## config.mk

```make
export PLATFORM = sky130hd
export DESIGN_NAME = hazard_nop_inserter
export DESIGN_NICKNAME = d
export VERILOG_FILES = /design/src/rtl/hazard_nop_inserter.sv
export SDC_FILE = /design/constraint.sdc
export NUM_CORES = 1
export LEC_CHECK = 0
export ABC_CLOCK_PERIOD_IN_PS = 3500
export CELL_PAD_IN_SITES_DETAIL_PLACEMENT = 0
export CELL_PAD_IN_SITES_GLOBAL_PLACEMENT = 1
export CORE_MARGIN = 1.5
export CORE_UTILIZATION = 40
export CTS_CLUSTER_DIAMETER = 30
export DETAILED_ROUTE_END_ITERATION = 10
export GPL_ROUTABILITY_DRIVEN = 0
export PLACE_DENSITY = 0.9
export SLEW_MARGIN = 0
export SYNTH_ARGS = -nofsm -noshare
export SYNTH_HDL_FRONTEND = slang
export SYNTH_SLANG_ARGS = --single-unit
export TNS_END_PERCENT = 50
```

## constraint.sdc

```tcl
create_clock -name clock -period 3.5 [get_ports clock]
set_input_delay 0.7 -clock clock [delete_from_list [all_inputs] [get_ports clock]]
set_output_delay 0.7 -clock clock [all_outputs]
set_load 0.005 [all_outputs]
```

## src/rtl/hazard_nop_inserter.sv

```systemverilog
// RAW hazard detector between fetch and decode: inserts canonical NOPs until a
// dependent instruction is NOP_GAP slots behind its producer. Define NOP_STATS_EN to build stall_cnt.
module hazard_nop_inserter #(
  parameter int unsigned NOP_GAP = 3
) (
  input  logic        clock,
  input  logic        reset,
  input  logic [31:0] in_instr,
  input  logic        in_valid,
  output logic        in_ready,
  output logic [31:0] out_instr,
  output logic        out_valid,
  output logic        nop_en,
  output logic [15:0] stall_cnt
);

  localparam logic [31:0] NOP = 32'h00000013;

  typedef enum logic {RUN, STALL} state_t;

  state_t      state;
  logic [4:0]  sb [NOP_GAP];
  logic [31:0] hold;
  logic [4:0]  hold_rd;
  logic [2:0]  nop_left;

  logic [6:0]  opcode;
  logic [4:0]  rs1, rs2, rd_w;
  logic        use1, use2;
  logic [3:0]  need;
  logic [4:0]  push_rd;
  logic        start_stall, nop_next;

  assign opcode   = in_instr[6:0];
  assign rs1      = in_instr[19:15];
  assign rs2      = in_instr[24:20];
  assign in_ready = (state == RUN);

  always_comb begin
    use1 = 1'b0;
    use2 = 1'b0;
    rd_w = '0;
    case (opcode)
      7'b0110011: begin use1 = 1'b1; use2 = 1'b1; rd_w = in_instr[11:7]; end
      7'b0010011,
      7'b0000011: begin use1 = 1'b1; rd_w = in_instr[11:7]; end
      7'b0100011: begin use1 = 1'b1; use2 = 1'b1; end
      7'b0110111,
      7'b0010111: rd_w = in_instr[11:7];
      default: ;
    endcase
  end

  // Scan oldest to youngest so the youngest matching producer (largest N) wins.
  always_comb begin
    need = '0;
    for (int unsigned i = 0; i < NOP_GAP; i++) begin
      if (sb[NOP_GAP-1-i] != '0 &&
          ((use1 && rs1 == sb[NOP_GAP-1-i]) || (use2 && rs2 == sb[NOP_GAP-1-i])))
        need = 4'(i + 1);
    end
  end

  assign start_stall = (state == RUN) && in_valid && (need != '0);
  assign nop_next    = start_stall || ((state == STALL) && (nop_left != '0));

  always_comb begin
    push_rd = '0;
    if (state == RUN && in_valid && need == '0)
      push_rd = rd_w;
    else if (state == STALL && nop_left == '0)
      push_rd = hold_rd;
  end

  always_ff @(posedge clock) begin
    if (reset) begin
      state     <= RUN;
      out_instr <= NOP;
      out_valid <= 1'b0;
      nop_en    <= 1'b0;
      hold      <= '0;
      hold_rd   <= '0;
      nop_left  <= '0;
      for (int unsigned k = 0; k < NOP_GAP; k++) sb[k] <= '0;
    end else begin
      sb[0] <= push_rd;
      for (int unsigned k = 1; k < NOP_GAP; k++) sb[k] <= sb[k-1];
      case (state)
        RUN: begin
          if (start_stall) begin
            hold      <= in_instr;
            hold_rd   <= rd_w;
            out_instr <= NOP;
            out_valid <= 1'b0;
            nop_en    <= 1'b1;
            nop_left  <= 3'(need - 4'd1);
            state     <= STALL;
          end else if (in_valid) begin
            out_instr <= in_instr;
            out_valid <= 1'b1;
            nop_en    <= 1'b0;
          end else begin
            out_instr <= NOP;
            out_valid <= 1'b0;
            nop_en    <= 1'b0;
          end
        end
        STALL: begin
          if (nop_left != '0) begin
            out_instr <= NOP;
            out_valid <= 1'b0;
            nop_en    <= 1'b1;
            nop_left  <= nop_left - 3'd1;
          end else begin
            out_instr <= hold;
            out_valid <= 1'b1;
            nop_en    <= 1'b0;
            state     <= RUN;
          end
        end
        default: state <= RUN;
      endcase
    end
  end

`ifdef NOP_STATS_EN
  logic [15:0] cnt;

  // Counted on the edge that raises nop_en, so stall_cnt includes the NOP now on out_instr.
  always_ff @(posedge clock) begin
    if (reset)
      cnt <= '0;
    else if (nop_next && cnt != 16'hFFFF)
      cnt <= cnt + 16'd1;
  end

  assign stall_cnt = cnt;
`else
  logic unused_nop_next;
  assign unused_nop_next = nop_next;
  assign stall_cnt       = '0;
`endif

endmodule
```

* After elaboration in Yosys (flattened, before gate mapping) *
Memories as Yosys holds them, arrays and structs flattened.
Cells that the tools add are included.

word-level totals
  RAM bits = 15
  memories kept = 1
  latch bits = 0
  input bits = 35
  bits in read-only memories = 0
  flip-flop bits (word level) = 74

memory list
  name  depth  width  rd ports  clocked after memory_dff  wr ports  line  source
  sb    3      5      3         0                         3         22    logic [4:0] sb [NOP_GAP];

cells by class
  reductions and logical operators = 28
  multiplexer cells = 28
  div/mod/pow operators = 0
  multiply operators = 0
  magnitude comparators = 0
  add/sub/neg operators = 2
  equality and inequality tests = 14
  bitwise logic cells = 4
  shift-type cells = 0

operators with widths
  kind                                                                     count
  32-bit two-way mux                                                       3
  32-bit one-hot mux with 2 select lines                                   1
  5-bit == test                                                            6
  5-bit two-way mux                                                        6
  7-bit by 6-bit == test with 1-bit output, second input constant          3
  5-bit nonzero test                                                       3
  7-bit by 5-bit == test with 1-bit output, second input constant          2
  1-bit logical AND                                                        13
  1-bit two-way mux                                                        11
  4-bit two-way mux                                                        2
  7-bit by 2-bit == test with 1-bit output, second input constant          1
  3-bit two-way mux                                                        2
  3-bit one-hot mux with 2 select lines                                    1
  3-bit by 1-bit subtractor with 3-bit output, second input constant       2
  5-bit OR reduction                                                       1
  4-bit logical NOT                                                        1
  2-bit by 1-bit inequality test with 1-bit output, second input constant  2
  1-bit one-hot mux with 2 select lines                                    2
  2-bit AND reduction                                                      2
  4-bit nonzero test                                                       1
  4-bit OR reduction                                                       1
  3-bit logical NOT                                                        1
  1-bit logical OR                                                         3
  1-bit bitwise OR                                                         3
  3 further kinds                                                          3

* Logic depth before layout (Yosys ltp) *
Gate-level depths: netlist of run 1.

  depth after elaboration = 13
  gate-level depth with buffers = 10

* Worst setup path after synthesis of run 1 *
OpenSTA, ideal clock, no wires.

  path kind = input port to flip-flop
  start = input in_instr[19]
  end = register nop_left[1]
  setup time = 0.122 ns
  cell stages on the path = 10
  data required time = 3.378 ns
  setup slack = 1.084 ns
  arrival = 2.294 ns
  buffers on the path = 0
  cell sequence = xnor2_1 > nand3_1 > o32ai_2 > a22oi_4 > nor3_1 > a21oi_1 > ha_1 > inv_1 > a311o_1 > o311a_1

between the ends
  word-level cells in the longest chain between the ends = 11
  elaborated cells between the ends (all ways) = 22

RTL lines
  what                                                                                 line  source
  start: declaration                                                                   8     input logic [31:0] in_instr,
  5-bit == test                                                                        59    ((use1 && rs1 == sb[NOP_GAP-1-i]) || (use2 && rs2 == sb[NOP_GAP-1-i])))
  1-bit logical AND                                                                    59
  1-bit logical OR                                                                     59
  1-bit logical AND                                                                    58    if (sb[NOP_GAP-1-i] != '0 &&
  1-bit two-way mux                                                                    58
  4-bit two-way mux                                                                    58
  4-bit two-way mux *                                                                  58
  branches (longest 4 deep; another with 3-bit by 1-bit subtractor with 3-bit output)  -
  end signal: assignment                                                               96    nop_left <= 3'(need - 4'd1);
  end signal: assignment                                                               113   nop_left <= nop_left - 3'd1;
  end: declaration                                                                     25    logic [2:0] nop_left;

Mark *: on every way between the ends. The select of a mux whose other input is x is not followed.
A chain may end at the register's enable or synchronous reset.

* Worst setup path after layout of run 1 *
  start = input in_instr[16]
  end = register nop_left[2]

Same word-level chain as after synthesis.

==> impl_summary.log, run 1 <==
INFO  metric run_status = finished, final reports clean
INFO  metric crit_path_cell_chain = clkdlybuf4s50_1, xnor2_1, nand3_1, o32ai_2, nand2_1, a32o_1, a22oi_1, ha_1, nand3b_1, a311o_1, o21ai_0
INFO  metric area_growth_syn_to_layout = 28.1%
INFO  metric power = between 2 and 2.5 mW
INFO  metric worstHoldPathType = reg2reg
INFO  metric max_freq = between 300 and 400 MHz
INFO  metric num-nets-final = 490
INFO  metric ys_async_sr_fraction = 0%
INFO  metric critPathMaxFanout = 4
INFO  metric crit_path_max_incr_delay = 640 ps
INFO  metric wl_per_cell = about 15 um
INFO  metric totalWireLength = 8790 um
INFO  metric master_cell_of_the_clock_root_buffer = sky130_fd_sc_hd__clkbuf_8
INFO  metric mappedNetlistArea = 3730 um2
INFO  metric number_of_clock_buffers_inserted_by_tritoncts = 9
INFO  metric drt-vias-per-instance = 5.29
INFO  metric timing_hold_violations_final = 0
INFO  metric post_synth_inst_count = 391
INFO  metric fin_worst_hold_slack = 471 ps
INFO  metric detail_route.first_pass.iterations = 4
INFO  metric grt_overflow = 0
INFO  metric critical_path_s_top_delay_family = compound AO/OA/AOI/OAI gates
INFO  metric ys_seq_elements = 89
INFO  metric synth_flop_cell = sky130_fd_sc_hd__dfxtp_1
INFO  metric timing.setup.tns = 0 ps
INFO  metric static-leakage-power = 1.68 nW
INFO  metric startpoint_type = primary input
INFO  metric total_drc_errors_in_the_routed_layout = 0
INFO  metric syn_area_per_cell = approximately 9.5 um2
INFO  metric clk_transition_reported_paths = approximately 80 ps
INFO  metric drtIter0Drc = 145
INFO  metric floorplan.rows = 35
INFO  metric finalSetupViolations = 0
INFO  metric buffers_from_clock_root_to_sink_at_most = 2
INFO  metric synth.lib_cells_used.distinct = 40
INFO  metric finalCoreUtilization = 52.2%
INFO  metric antenna_cells_inserted = 0
INFO  metric cts_hold_repair.buffers = 0
INFO  metric drive_gt1_share = about 6.8%
INFO  metric final.min_clock_period = 2940 ps
INFO  metric grt_pass1_vias = 3050
INFO  metric tritoncts = built
INFO  metric synth-edff-count = 0
INFO  metric worst_ep_arrival_time = 3220 ps
INFO  metric die_w = approximately 100 um
INFO  metric cp.buffers_inverters = 1
INFO  metric vdd_ir_drop_max = 0.219 mV
INFO  metric crit_path_top_delay_cell = sky130_fd_sc_hd__clkdlybuf4s50_1
INFO  metric clock-sinks = 89
INFO  metric synthesis.yosys.warnings = 0
INFO  metric fp.dieArea = 9910 um2
INFO  metric grt_antenna_before_repair = 0
INFO  metric rsz0062_at_grt = false
INFO  metric yosysSeqAreaShare = a little under half
INFO  metric timing.max_slew.rel_slack = 53.2%
INFO  metric floorplan.io_pins = 86
INFO  metric clock_latency = 350 ps
INFO  metric routed-via-count = between 3k and 4k
INFO  metric timing_worst_setup_path_type = in2reg
INFO  metric power-per-cell-area = 458 nW/um2
INFO  metric core_area = 9150 um2
INFO  metric largest_net_degree_at_the_start_of_global_routing = 70
INFO  metric design_area = 4770 um2
INFO  metric max_slew.worst_pin.slew = 702 ps
INFO  metric cts.repair.resized = 0
INFO  metric dpl-instance-area = roughly 4500 um2
INFO  metric clock_skew = 9.06 ps
INFO  metric track_usage = 18.4%
INFO  metric timing.critical_path.to_type = register
INFO  metric crit_required = 3770 ps
INFO  metric first_pass_grt_wire_length = 14700 um
INFO  metric cts-htree-levels = 3
INFO  metric port_buffers = 69
INFO  metric post-cts-setup-buffer-count = 0
INFO  metric initial_utilization = 40.7%
INFO  metric timing.max_cap.violations = 0
INFO  metric remaining_antenna_violation_count_after_routing = 0
INFO  metric hpwl = 5640 um
INFO  metric maxSlewViolCount = 0
INFO  metric fillerInstances = about 800
INFO  metric timing.final.crit_share = 84.1%
INFO  metric vertical_die_dimension = 99.5 um
-- layer usage --
| layer | track usage [%] | vias to the layer above | wire, um |
|---|---|---|---|
| met5 | 0 | - | 0 |
| met4 | 9.10 | 0 | 112 |
| met1 | 24.3 | 1456 | 4060 |
| met2 | 29.2 | 86 | 4200 |
| met3 | 3.23 | 10 | 414 |
| li1 | - | 1462 | - |
-- worst paths after layout --
path	endpoint	slack [ps]	from	depth (start not counted)
setup / recovery	nop_left[2]	560	in_instr[16]	11
hold / removal	hold[7]	470	hold[7]	2
setup reg to reg	nop_left[2]	1150	sb[0][6]	10
hold reg to reg	hold[7]	470	hold[7]	2
-- synth_stat cells, drive strengths merged, types with 2 or more instances --
master | count | area (um2)
nand2b | 3 | 18.8
o22ai | 9 | 56.3
a22oi | 5 | 51.3
nor2 | 15 | 56.3
inv | 3 | 11.3
nor2b | 11 | 68.8
nor3 | 8 | 40.0
nand3 | 9 | 45.0
dfxtp | 89 | 1780
nand4 | 3 | 18.8
xnor2 | 24 | 210
buf | 23 | 168
nand2 | 77 | 289
xor2 | 6 | 52.6
nor3b | 3 | 22.5
o21a | 3 | 22.5
o32ai | 29 | 269
mux2i | 32 | 320
a21oi | 4 | 27.5
a311o | 2 | 20.0
clkbuf | 19 | 71.3
-- worst reg2reg max path: stages (launching register included) --
cell	delay, ps
sky130_fd_sc_hd__dfxtp_1	430
sky130_fd_sc_hd__xnor2_1	160
sky130_fd_sc_hd__nand3_1	130
sky130_fd_sc_hd__o32ai_2	380
sky130_fd_sc_hd__nand2_1	110
sky130_fd_sc_hd__a32o_1	260
sky130_fd_sc_hd__a22oi_1	160
sky130_fd_sc_hd__ha_1	220
sky130_fd_sc_hd__nand3b_1	80
sky130_fd_sc_hd__a311o_1	290
sky130_fd_sc_hd__o21ai_0	70
-- placed cells by master, fill, tap and decap left out, types with 4 or more instances in the layout --
cell type,n
sky130_fd_sc_hd__conb_1,16
sky130_fd_sc_hd__dfxtp_1,89
sky130_fd_sc_hd__nor3_1,8
sky130_fd_sc_hd__clkdlybuf4s50_1,69
sky130_fd_sc_hd__a22oi_1,4
sky130_fd_sc_hd__xor2_1,6
sky130_fd_sc_hd__nand2_1,77
sky130_fd_sc_hd__o22ai_1,9
sky130_fd_sc_hd__nor2_1,15
sky130_fd_sc_hd__nor2b_1,11
sky130_fd_sc_hd__clkbuf_8,10
sky130_fd_sc_hd__buf_4,8
sky130_fd_sc_hd__bufinv_16,5
sky130_fd_sc_hd__mux2i_1,32
sky130_fd_sc_hd__o32ai_1,27
sky130_fd_sc_hd__xnor2_1,24
sky130_fd_sc_hd__nand3_1,9
-- layout make-up --
| class | count | area, um2 | share of cell area (%) |
|---|---|---|---|
| clock inverter | 5 | 150 | 3.14 |
| timing repair buffer | 79 | 791 | 16.6 |
| inverter | 4 | 15.0 | 0.314 |
| tap | 111 | 139 | 2.91 |
| clock buffer | 11 | 141 | 2.96 |
| sequential | 89 | 1780 | 37.3 |
| multi-input combinational | 271 | 1760 | 36.8 |
-- registers in the layout, indices dropped and copies added, names as in the netlist --
name and cells:
hold 32, out_instr 32, sb 15, out_valid 1, hold_rd 5, nop_left 3
state 1
-- power by group --
part / switching, mW / internal (mW) / total [mW] / leakage [nW]
registers: 0.00523 / 1.03 / 1.03 / 0.722
logic: 0.0812 / 0.0880 / 0.169 / 0.811
clock network: 0.348 / 0.639 / 0.987 / 0.144
total: 0.435 / 1.75 / 2.19 / 1.68
-- stage by stage --
step	cells	setup slack [ps]
floorplan	406	1080
global placement	554	357
detailed placement	554	212
CTS	570	583
global route	570	467
finish	570	556
-- cell families (layout without fill, tap and decap cells) --
family	after synthesis	count (layout)	synth area share, %
fa+ha+maj	1	1	0.336
compound gates	58	58	13.3
flops	89	89	47.8
other cells	1	16	0.101
xor+xnor	30	30	7.05
buf+inv	46	99	6.81
simple gates	134	134	16.0
mux	32	32	8.59
Note: power is estimated with default switching activity, not from simulation.
==> run 2: changes to the inputs <==
--- a/config.mk
+++ b/config.mk
@@ -5,15 +5,15 @@
 export SDC_FILE = /design/constraint.sdc
 export NUM_CORES = 1
 export LEC_CHECK = 0
-export ABC_CLOCK_PERIOD_IN_PS = 3500
+export ABC_CLOCK_PERIOD_IN_PS = 2800
 export CELL_PAD_IN_SITES_DETAIL_PLACEMENT = 0
 export CELL_PAD_IN_SITES_GLOBAL_PLACEMENT = 1
 export CORE_MARGIN = 1.5
-export CORE_UTILIZATION = 40
+export CORE_UTILIZATION = 38
 export CTS_CLUSTER_DIAMETER = 30
 export DETAILED_ROUTE_END_ITERATION = 10
 export GPL_ROUTABILITY_DRIVEN = 0
-export PLACE_DENSITY = 0.9
+export PLACE_DENSITY = 0.86
 export SLEW_MARGIN = 0
 export SYNTH_ARGS = -nofsm -noshare
 export SYNTH_HDL_FRONTEND = slang
==> constraint.sdc (replaced) <==
create_clock -name clock -period 2.8 [get_ports clock]
set_input_delay 0.56 -clock clock [delete_from_list [all_inputs] [get_ports clock]]
set_output_delay 0.56 -clock clock [all_outputs]
set_load 0.005 [all_outputs]
==> run 2 against run 1 <==
  * First-iteration DRC count decreased by 21%
  * Die area up 5.1%
  * Sequential power is 25% higher
  * Critical endpoint is now nop_left[1]
  * Register-to-register slack lost 580 ps
  * Combinational power increased by 34%
  * Clock skew rose by 0.69 ps
  * Critical path depth is the same
  * Global-route usage down 0.80 points
==> impl_summary.log, run 2 (same netlist as run 1, synthesis figures left out) <==
INFO  metric cts_hold_repair.buffers = 0 (unchanged)
INFO  metric area_growth_syn_to_layout = 30.3%
INFO  metric buffers_from_clock_root_to_sink_at_most = 2 (unchanged)
INFO  metric timing_worst_setup_path_type = in2reg
INFO  metric timing.critical_path.to_type = register
INFO  metric drtIter0Drc = 114 (-21%)
INFO  metric hpwl = 6170 um (+9.4%)
INFO  metric wl_per_cell = 15.0 um (-2.7%)
INFO  metric crit_path_top_delay_cell = sky130_fd_sc_hd__clkdlybuf4s50_1
INFO  metric maxSlewViolCount = 0 (unchanged)
INFO  metric post-cts-setup-buffer-count = 0 (unchanged)
INFO  metric setup.reg_to_reg.worst_slack = 570 ps (-580 ps)
INFO  metric worstHoldPathType = reg2reg
INFO  metric max_slew.worst_pin.slew = 1070 ps (+367 ps)
INFO  metric power = 2.55 mW (+16%)
INFO  metric multi_input_area = 1760 um2 (unchanged)
INFO  metric critPathMaxFanout = 4 (unchanged)
INFO  metric remaining_antenna_violation_count_after_routing = 0 (unchanged)
INFO  metric grt_pass1_vias = 2934 (-3.8%)
INFO  metric timing.final.crit_share = between 90% and 100%
INFO  metric timing_hold_violations_final = 0 (unchanged)
INFO  metric timing.hold.worst_endpoint = hold[4]
INFO  metric final-seq-area = 1780 um2 (unchanged)
INFO  metric cts-htree-levels = 3 (unchanged)
INFO  metric fillerInstances = 913 (+13%)
INFO  metric crit_path_cell_chain = clkdlybuf4s50_1, xnor2_1, nand3_1, o32ai_2, a22oi_4, nor3_1, a21oi_1, ha_1, inv_1, a311o_1, o311a_1
INFO  metric clock_latency = 350 ps (about the same)
INFO  metric first_pass_grt_wire_length = 14200 um (-3.7%)
INFO  metric reg.largest.list = hold: 32 flops, out_instr: 32 flops, sb: 15 flops
INFO  metric finalCoreUtilization = 51.9% (-0.31 points)
INFO  metric tritoncts = built
INFO  metric num-nets-final = 503 (+2.7%)
INFO  metric dpl-instance-area = 4630 um2 (+3.2%)
INFO  metric grt_overflow = 0 (unchanged)
INFO  metric timing.setup.tns = 0 ps (unchanged)
INFO  metric clock-sinks = 89 (unchanged)
INFO  metric crit-reg2reg-launch = sb[0][4]
INFO  metric totalWireLength = 9000 um (+2.4%)
INFO  metric finalSetupViolations = 0 (unchanged)
INFO  metric static-leakage-power = 1.72 nW (+2.5%)
INFO  metric timing.max_cap.violations = 0 (unchanged)
INFO  metric crit_path_max_incr_delay = 640 ps (about the same)
INFO  metric drive_gt1_share = 9.34% (+2.6 points)
INFO  metric crit_required = 3040 ps (-730 ps)
INFO  metric worst_ep_arrival_time = 2880 ps (-340 ps)
INFO  metric floorplan.rows = 35 (unchanged)
INFO  metric cp.buffers_inverters = 2 (+1)
INFO  metric clock_skew = 9.75 ps (+0.692 ps)
INFO  metric power-per-cell-area = 524 nW/um2 (+14%)
INFO  metric fp.dieArea = 10400 um2 (+5.1%)
INFO  metric design_area = 4860 um2 (+1.8%)
INFO  metric initial_utilization = 39.8% (-0.95 points)
INFO  metric routed-via-count = 3047 (+1.1%)
INFO  metric core_area = 9370 um2 (+2.4%)
INFO  metric cts.repair.resized = 0 (unchanged)
INFO  metric die_w = 102 um (+2.5%)
INFO  metric master_cell_of_the_clock_root_buffer = sky130_fd_sc_hd__clkbuf_8
INFO  metric critical_path_s_top_delay_family = compound AO/OA/AOI/OAI gates
INFO  metric timing.max_slew.rel_slack = 28.7% (-24 points)
INFO  metric rsz0062_at_grt = false
INFO  metric run_status = finished, final reports clean
INFO  metric vdd_ir_drop_max = 0.221 mV (+0.90%)
INFO  metric grt_antenna_before_repair = 0 (unchanged)
INFO  metric startpoint_type = primary input
INFO  metric number_of_clock_buffers_inserted_by_tritoncts = 9 (unchanged)
INFO  metric final.min_clock_period = between 2000 and 3000 ps
INFO  metric largest_net_degree_at_the_start_of_global_routing = 37 (-47%)
INFO  metric drt-vias-per-instance = 5.08 (-4.0%)
INFO  metric hold_path.startpoint = hold[4]
INFO  metric total_drc_errors_in_the_routed_layout = 0 (unchanged)
INFO  metric most-common-layout-cells = sky130_fd_sc_hd__dfxtp_1 (89), sky130_fd_sc_hd__nand2_1 (77), sky130_fd_sc_hd__clkdlybuf4s50_1 (69)
INFO  metric min_path_cells = 2 (unchanged)
INFO  metric detail_route.first_pass.iterations = 4 (unchanged)
INFO  metric r2r_end = nop_left[1]
INFO  metric fin_cells = 600 (+5.3%)
INFO  metric vertical_die_dimension = 102 um (+2.5%)
INFO  metric clk_transition_reported_paths = 90 ps (about the same)
INFO  metric mostFrequentLayoutCell = sky130_fd_sc_hd__dfxtp_1
INFO  metric track_usage = 17.6% (-0.80 points)
INFO  metric max_freq = about 380 MHz
INFO  metric dp_cells = 585 (+5.6%)
INFO  metric antenna_cells_inserted = 0 (unchanged)
INFO  metric floorplan.io_pins = 86 (unchanged)
INFO  metric rr_worst_depth = 10 (unchanged)
INFO  metric port_buffers = 69 (unchanged)
[run 2: cell types whose count changed in the layout (fill, tap and decap cells not counted)]
cell / before / now
sky130_fd_sc_hd__buf_4: 8 / 19
sky130_fd_sc_hd__buf_12: 2 / 4
sky130_fd_sc_hd__bufinv_16: 5 / 3
sky130_fd_sc_hd__clkinv_2: 0 / 2
sky130_fd_sc_hd__clkbuf_1: 1 / 0
sky130_fd_sc_hd__clkbuf_8: 10 / 9
sky130_fd_sc_hd__clkinvlp_4: 0 / 1
[run 2: worst max path at each step]
stage                 start          end  slack [ps]  cells past startpoint
3_3_place_gp   in_instr[16]  nop_left[1]        -150                     11
5_1_grt        in_instr[16]  nop_left[2]          40                     11
4_1_cts        in_instr[16]  nop_left[2]         180                     11
2_1_floorplan  in_instr[19]  nop_left[1]         520                     10
6_report       in_instr[16]  nop_left[1]         160                     11
3_5_place_dp   in_instr[16]  nop_left[1]        -210                     11
[run 2: stage by stage]
step | hold WS, ps | setup WS, ps
4_1_cts | 473 | 179
3_3_place_gp | 445 | -154
3_5_place_dp | 458 | -207
5_1_grt | 491 | 37.1
6_report | 471 | 163
2_1_floorplan | 435 | 524
[run 2: area by class of cell]
type                    count  share of cell area, %
flip-flops and latches     89                   36.7
well taps                 129                   3.32
inverters                   4                  0.309
clock buffers               9                   2.55
clock inverters             6                   2.21
repair buffers             92                   18.8
multi-input cells         271                   36.1
[run 2: routing by layer]
metal,global-route usage [%],wire (um),vias up
met4,5.80,110,0
met2,29.3,4310,80
met3,4.17,429,10
li1,-,-,1486
met5,0,0,-
met1,22.6,4140,1471
[run 2: report_power, final]
group / total, mW / switching (mW) / internal (mW)
combinational: 0.227 / 0.105 / 0.123
sequential: 1.29 / 0.00614 / 1.28
clock: 1.03 / 0.445 / 0.585
total: 2.55 / 0.556 / 1.99
[run 2: worst reg2reg max path, stage by stage, from the launching register on]
cell                      delay [ps]
sky130_fd_sc_hd__dfxtp_1         440
sky130_fd_sc_hd__xnor2_1         160
sky130_fd_sc_hd__nand3_1         110
sky130_fd_sc_hd__o32ai_2         370
sky130_fd_sc_hd__a22oi_4         120
sky130_fd_sc_hd__nor3_1          170
sky130_fd_sc_hd__a21oi_1          70
sky130_fd_sc_hd__ha_1            280
sky130_fd_sc_hd__inv_1            30
sky130_fd_sc_hd__a311o_1         260
sky130_fd_sc_hd__o311a_1         120
==> RTL change 1: new RTL, flow settings as in run 2 <==
Change the parameter `NOP_GAP` from 3 to 2.
--- a/src/rtl/hazard_nop_inserter.sv
+++ b/src/rtl/hazard_nop_inserter.sv
@@ -2,5 +2,5 @@
 // dependent instruction is NOP_GAP slots behind its producer. Define NOP_STATS_EN to build stall_cnt.
 module hazard_nop_inserter #(
-  parameter int unsigned NOP_GAP = 3
+  parameter int unsigned NOP_GAP = 2
 ) (
   input  logic        clock,
Check against the original RTL: not equivalent (Yosys sat finds a counterexample within 10 cycles, from zero or initial values and one cycle with reset high).
==> RTL change 1 against run 2 <==
Setup slack improved by 120 ps; power decreased by 8.4%; cell area decreased by 14%; utilization decreased by 0.96 points; synthesized area decreased by 13%; global-route usage decreased by 0.92 points; routed wire length decreased by 22%; sequential cell count decreased by 5; critical endpoint is now nop_left[2]$_SDFFE_PP0P_; largest power group unchanged.
==> RTL change 1: results (changes against run 2) <==
<table>
<tr><th>Metric</th><th>Value</th></tr>
<tr><th colspan="2">Synth</th></tr>
<tr><td>Gate Count Post-Synth</td><td>310 (-21%)</td></tr>
<tr><td>Seq/Total Area, Yosys</td><td>51.87% (+4.1 points)</td></tr>
<tr><td>Number of distinct library cells after synthesis</td><td>35 (-13%)</td></tr>
<tr><td>Post-synthesis sequential element count</td><td>84 (-5.6%)</td></tr>
<tr><td>Cells taking the most area after synthesis</td><td>sky130_fd_sc_hd__dfxtp_1 (52%), sky130_fd_sc_hd__mux2i_1 (10%), sky130_fd_sc_hd__a22o_1 (9.2%)</td></tr>
<tr><th colspan="2">Final layout</th></tr>
<tr><td>Clock buffer instance count of the final layout</td><td>12 (+3)</td></tr>
<tr><td>Non-clock buffer area fraction after layout</td><td>18.04% (-0.75 points)</td></tr>
<tr><td>Filler cell count in the final layout</td><td>795 (-13%)</td></tr>
<tr><td>Sequential fraction of total cell area</td><td>40.01% (+3.3 points)</td></tr>
<tr><td>Fraction of standard cell area in multi-input logic</td><td>33.28% (-2.9 points)</td></tr>
<tr><td>Final instance count without filler cells</td><td>489 (-19%)</td></tr>
<tr><td>Portion of the layout cell area used by clock cells</td><td>5.180% (+0.42 points)</td></tr>
<tr><td>Final net count</td><td>415 (-17%)</td></tr>
<tr><th colspan="2">Worst setup path</th></tr>
<tr><td>Delay of the slowest critical-path stage</td><td>580 ps (-60 ps)</td></tr>
<tr><td>R2R depth</td><td>8 (-2)</td></tr>
<tr><td>Reg2Reg Capture Point</td><td>nop_left[2]$_SDFFE_PP0P_</td></tr>
<tr><td>Worst setup path startpoint</td><td>in_instr[21]</td></tr>
<tr><th colspan="2">Place</th></tr>
<tr><td>Detail Placement HPWL</td><td>4854 um (-21%)</td></tr>
<tr><th colspan="2">Timing</th></tr>
<tr><td>Skew final</td><td>9.209 ps (-0.5402 ps)</td></tr>
<tr><td>Worst hold slack</td><td>467.7 ps (-3.688 ps)</td></tr>
<tr><th colspan="2">Outcome</th></tr>
<tr><td>Result of the run</td><td>finished, final reports clean</td></tr>
<tr><th colspan="2">Floorplanning</th></tr>
<tr><td>Die outline width</td><td>95.37 um (-6.6%)</td></tr>
<tr><th colspan="2">Route</th></tr>
<tr><td>Routed wire length per instance</td><td>14.30 um (-4.6%)</td></tr>
<tr><td>Violation count after the first detailed-routing iteration</td><td>64 (-44%)</td></tr>
<tr><th colspan="2">Power and ir drop</th></tr>
<tr><td>Leakage Power</td><td>1.532 nW (-11%)</td></tr>
<tr><th colspan="2">Global route</th></tr>
<tr><td>Largest net degree at the start of global routing</td><td>29 (-22%)</td></tr>
</table>
-- RTL change 1: changes by cell type after synthesis, sizes merged, moves of 6 or more --
cell	before	now
nand2	77	6
clkbuf	19	9
xor2	6	0
o32ai	29	0
a22o	0	34
nor2b	11	4
o22ai	9	2
nor2	15	46
and2	0	7
nand3	9	3
-- RTL change 1: routing by layer --
layer / vias to the layer above / global-route usage [%] / routed length, um
li1: 1192 / - / -
met1: 1146 / 20.50 / 3201
met2: 70 / 27.25 / 3317
met3: 9 / 5.024 / 393
met4: 0 / 6.716 / 80
met5: - / 0 / 0
-- RTL change 1: where the power goes --
part	internal, mW	leakage (nW)	switching [mW]
Sequential	1.21	0.682	0.00558
Combinational	0.103	0.744	0.0749
Clock	0.526	0.107	0.410
-- RTL change 1: cell families after synthesis --
group | synth area share, %
xor gates and xnor gates | 5.403
DFF | 51.87
muxes | 10.19
other | 0.1157
and+or+nand+nor | 11.81
adders and majority gates | 0.3859
AOI/OAI and AO/OA | 13.39
buffers and inverters | 6.831
==> RTL change 2: new RTL, settings of run 2 <==
Made on the original files. Add a define of `NOP_STATS_EN`.
--- a/src/rtl/hazard_nop_inserter.sv
+++ b/src/rtl/hazard_nop_inserter.sv
@@ -1,4 +1,6 @@
 // RAW hazard detector between fetch and decode: inserts canonical NOPs until a
 // dependent instruction is NOP_GAP slots behind its producer. Define NOP_STATS_EN to build stall_cnt.
+`define NOP_STATS_EN
+
 module hazard_nop_inserter #(
   parameter int unsigned NOP_GAP = 3
Formal check against the unedited RTL: not equivalent (Yosys sat finds a counterexample within 4 cycles, from zero or initial values and one cycle with reset high).
==> RTL change 2 against run 2 <==
Non-clock buffer count grew 36; fmax shrank 3.8%; synthesized area grew 14%; power grew 6.5%; sequential cell count grew 16; count of clock-buffer cells in the layout is the same; cell area grew 18%; setup slack lost 100 ps; critical path depth shrank 2; routed wire length grew 22%; synthesized cell count grew 20%; largest cell class unchanged.
==> RTL change 2: results (changes against run 2) <==
<table>
<tr><th>Metric</th><th>Value</th></tr>
<tr><th colspan="2">Outcome</th></tr>
<tr><td>Result of the run</td><td>finished, final reports clean</td></tr>
<tr><th colspan="2">Timing</th></tr>
<tr><td>Worst slew margin</td><td>62.86% (+34 points)</td></tr>
<tr><td>Skew final</td><td>17.05 ps (+7.299 ps)</td></tr>
<tr><th colspan="2">Global route</th></tr>
<tr><td>Via count of the first global-routing pass</td><td>3490 (+19%)</td></tr>
<tr><td>Number of antenna violations at the first check in global routing</td><td>0 (unchanged)</td></tr>
<tr><td>Largest net degree at the start of global routing</td><td>36 (-2.7%)</td></tr>
<tr><td>Global-route wire length before repair</td><td>17140 um (+21%)</td></tr>
<tr><td>Global router's overall resource usage</td><td>18.29% (+0.65 points)</td></tr>
<tr><th colspan="2">Place</th></tr>
<tr><td>Detail Placement HPWL</td><td>7279 um (+18%)</td></tr>
<tr><td>I/O Buffers</td><td>85 (+23%)</td></tr>
<tr><td>Post-Place Cell Area</td><td>5459 um2 (+18%)</td></tr>
<tr><th colspan="2">Synth</th></tr>
<tr><td>Leading post-synthesis cells by instance count</td><td>sky130_fd_sc_hd__dfxtp_1 (105), sky130_fd_sc_hd__nand2_1 (76), sky130_fd_sc_hd__a21oi_1 (44)</td></tr>
<tr><td>Number of distinct library cells after synthesis</td><td>50 (+25%)</td></tr>
<tr><td>Cells taking the most area after synthesis</td><td>sky130_fd_sc_hd__dfxtp_1 (49%), sky130_fd_sc_hd__nand2_1 (6.7%), sky130_fd_sc_hd__a22o_1 (5.3%)</td></tr>
<tr><td>Seq/Total Area, Yosys</td><td>49.32% (+1.5 points)</td></tr>
<tr><th colspan="2">Route</th></tr>
<tr><td>Routed wire length per instance</td><td>15.26 um (+1.8%)</td></tr>
<tr><td>Ratio of routed vias to standard cells</td><td>5.182 (+2.0%)</td></tr>
<tr><td>First drt pass iteration count</td><td>4 (unchanged)</td></tr>
<tr><td>Violation count after the first detailed-routing iteration</td><td>207 (+82%)</td></tr>
<tr><th colspan="2">Power and ir drop</th></tr>
<tr><td>Highest ir drop seen on vdd</td><td>0.0002632 V (+19%)</td></tr>
<tr><td>Leakage Power</td><td>2.115 nW (+23%)</td></tr>
<tr><th colspan="2">Worst setup path</th></tr>
<tr><td>Top fanout value on the critical path</td><td>32 (+28)</td></tr>
<tr><th colspan="2">Final layout</th></tr>
<tr><td>Final net count</td><td>611 (+21%)</td></tr>
<tr><td>Fraction of layout instances using a drive strength above 1</td><td>13.64% (+4.3 points)</td></tr>
<tr><th colspan="2">Clock network</th></tr>
<tr><td>Clock insertion delay at the later pin of the skew report</td><td>370 ps (+20 ps)</td></tr>
</table>
[RTL change 2: layout make-up]
cell class	count	area [um2]
Sequential cell	105	2102
Fill cell	1020	5136
Clock buffer	9	123.9
Inverter	5	18.77
Timing Repair Buffer	128	1212
Clock inverter	7	91.34
Multi-Input combinational cell	325	2028
Tap cell	140	175.2
[RTL change 2: timing repair]
| item | CTS | global route |
|---|---|---|
| pin swaps | 0 | 4 |
| endpoints found under the setup margin | 32 | 49 |
| gates resized for setup | 3 | 9 |
| buffers inserted | 0 | 2 |
| gates cloned | 0 | 1 |
[RTL change 2: logic make-up after synthesis]
family                     share of synthesized area [%]
adders and majority gates                         0.5871
DFF                                                49.32
and+or+nand+nor                                    21.14
xor gates and xnor gates                           6.166
buffers and inverters                              4.609
muxes                                              1.028
AOI/OAI and AO/OA                                  17.15
[RTL change 2: path summary, 6_finish.rpt]
kind / start / to / slack [ps] / cells past startpoint
hold / removal: hold_rd[0]$_SDFFE_PP0P_ / hold_rd[0]$_SDFFE_PP0P_ / 460 / 2
setup / recovery: in_instr[20] / sb[0][1]$_SDFF_PP0_ / 60 / 9
hold reg to reg: hold_rd[0]$_SDFFE_PP0P_ / hold_rd[0]$_SDFFE_PP0P_ / 460 / 2
setup reg to reg: sb[0][2]$_SDFF_PP0_ / nop_left[0]$_SDFFE_PP0P_ / 260 / 9
[RTL change 2: stage by stage]
step / std cells / util (%) / setup WS (ps)
final: 719 / 52.83 / 58.32
after global routing: 719 / 52.83 / -9.871
after CTS: 716 / 52.19 / 27.75
after detailed placement: 700 / 50.14 / -496.4
after global placement: 700 / 50.14 / -413.6
after floorplan: 471 / - / 245.4
[RTL change 2: worst register-to-register path: stages, from the launching register on]
cell and delay (ps):
sky130_fd_sc_hd__dfxtp_1 370, sky130_fd_sc_hd__or4_1 510, sky130_fd_sc_hd__nor2_1 160, sky130_fd_sc_hd__nand4b_1 220
sky130_fd_sc_hd__a41oi_4 170, sky130_fd_sc_hd__buf_4 170, sky130_fd_sc_hd__nor2_2 370, sky130_fd_sc_hd__buf_4 220
sky130_fd_sc_hd__mux2i_1 200, sky130_fd_sc_hd__nor2_1 50
[RTL change 2: where the power goes]
group          switching, mW  internal (mW)
Sequential           0.00610           1.51
Clock                  0.602          0.366
Combinational         0.0974          0.128
Total                  0.706           2.01
[RTL change 2: per-layer routing]
layer	track usage, %	part of all wire, %	up-vias
met5	0	0	-
met3	3.766	5.5	10
met4	5.733	1.0	0
li1	-	-	1863
met1	25.11	46	1754
met2	28.71	47	99
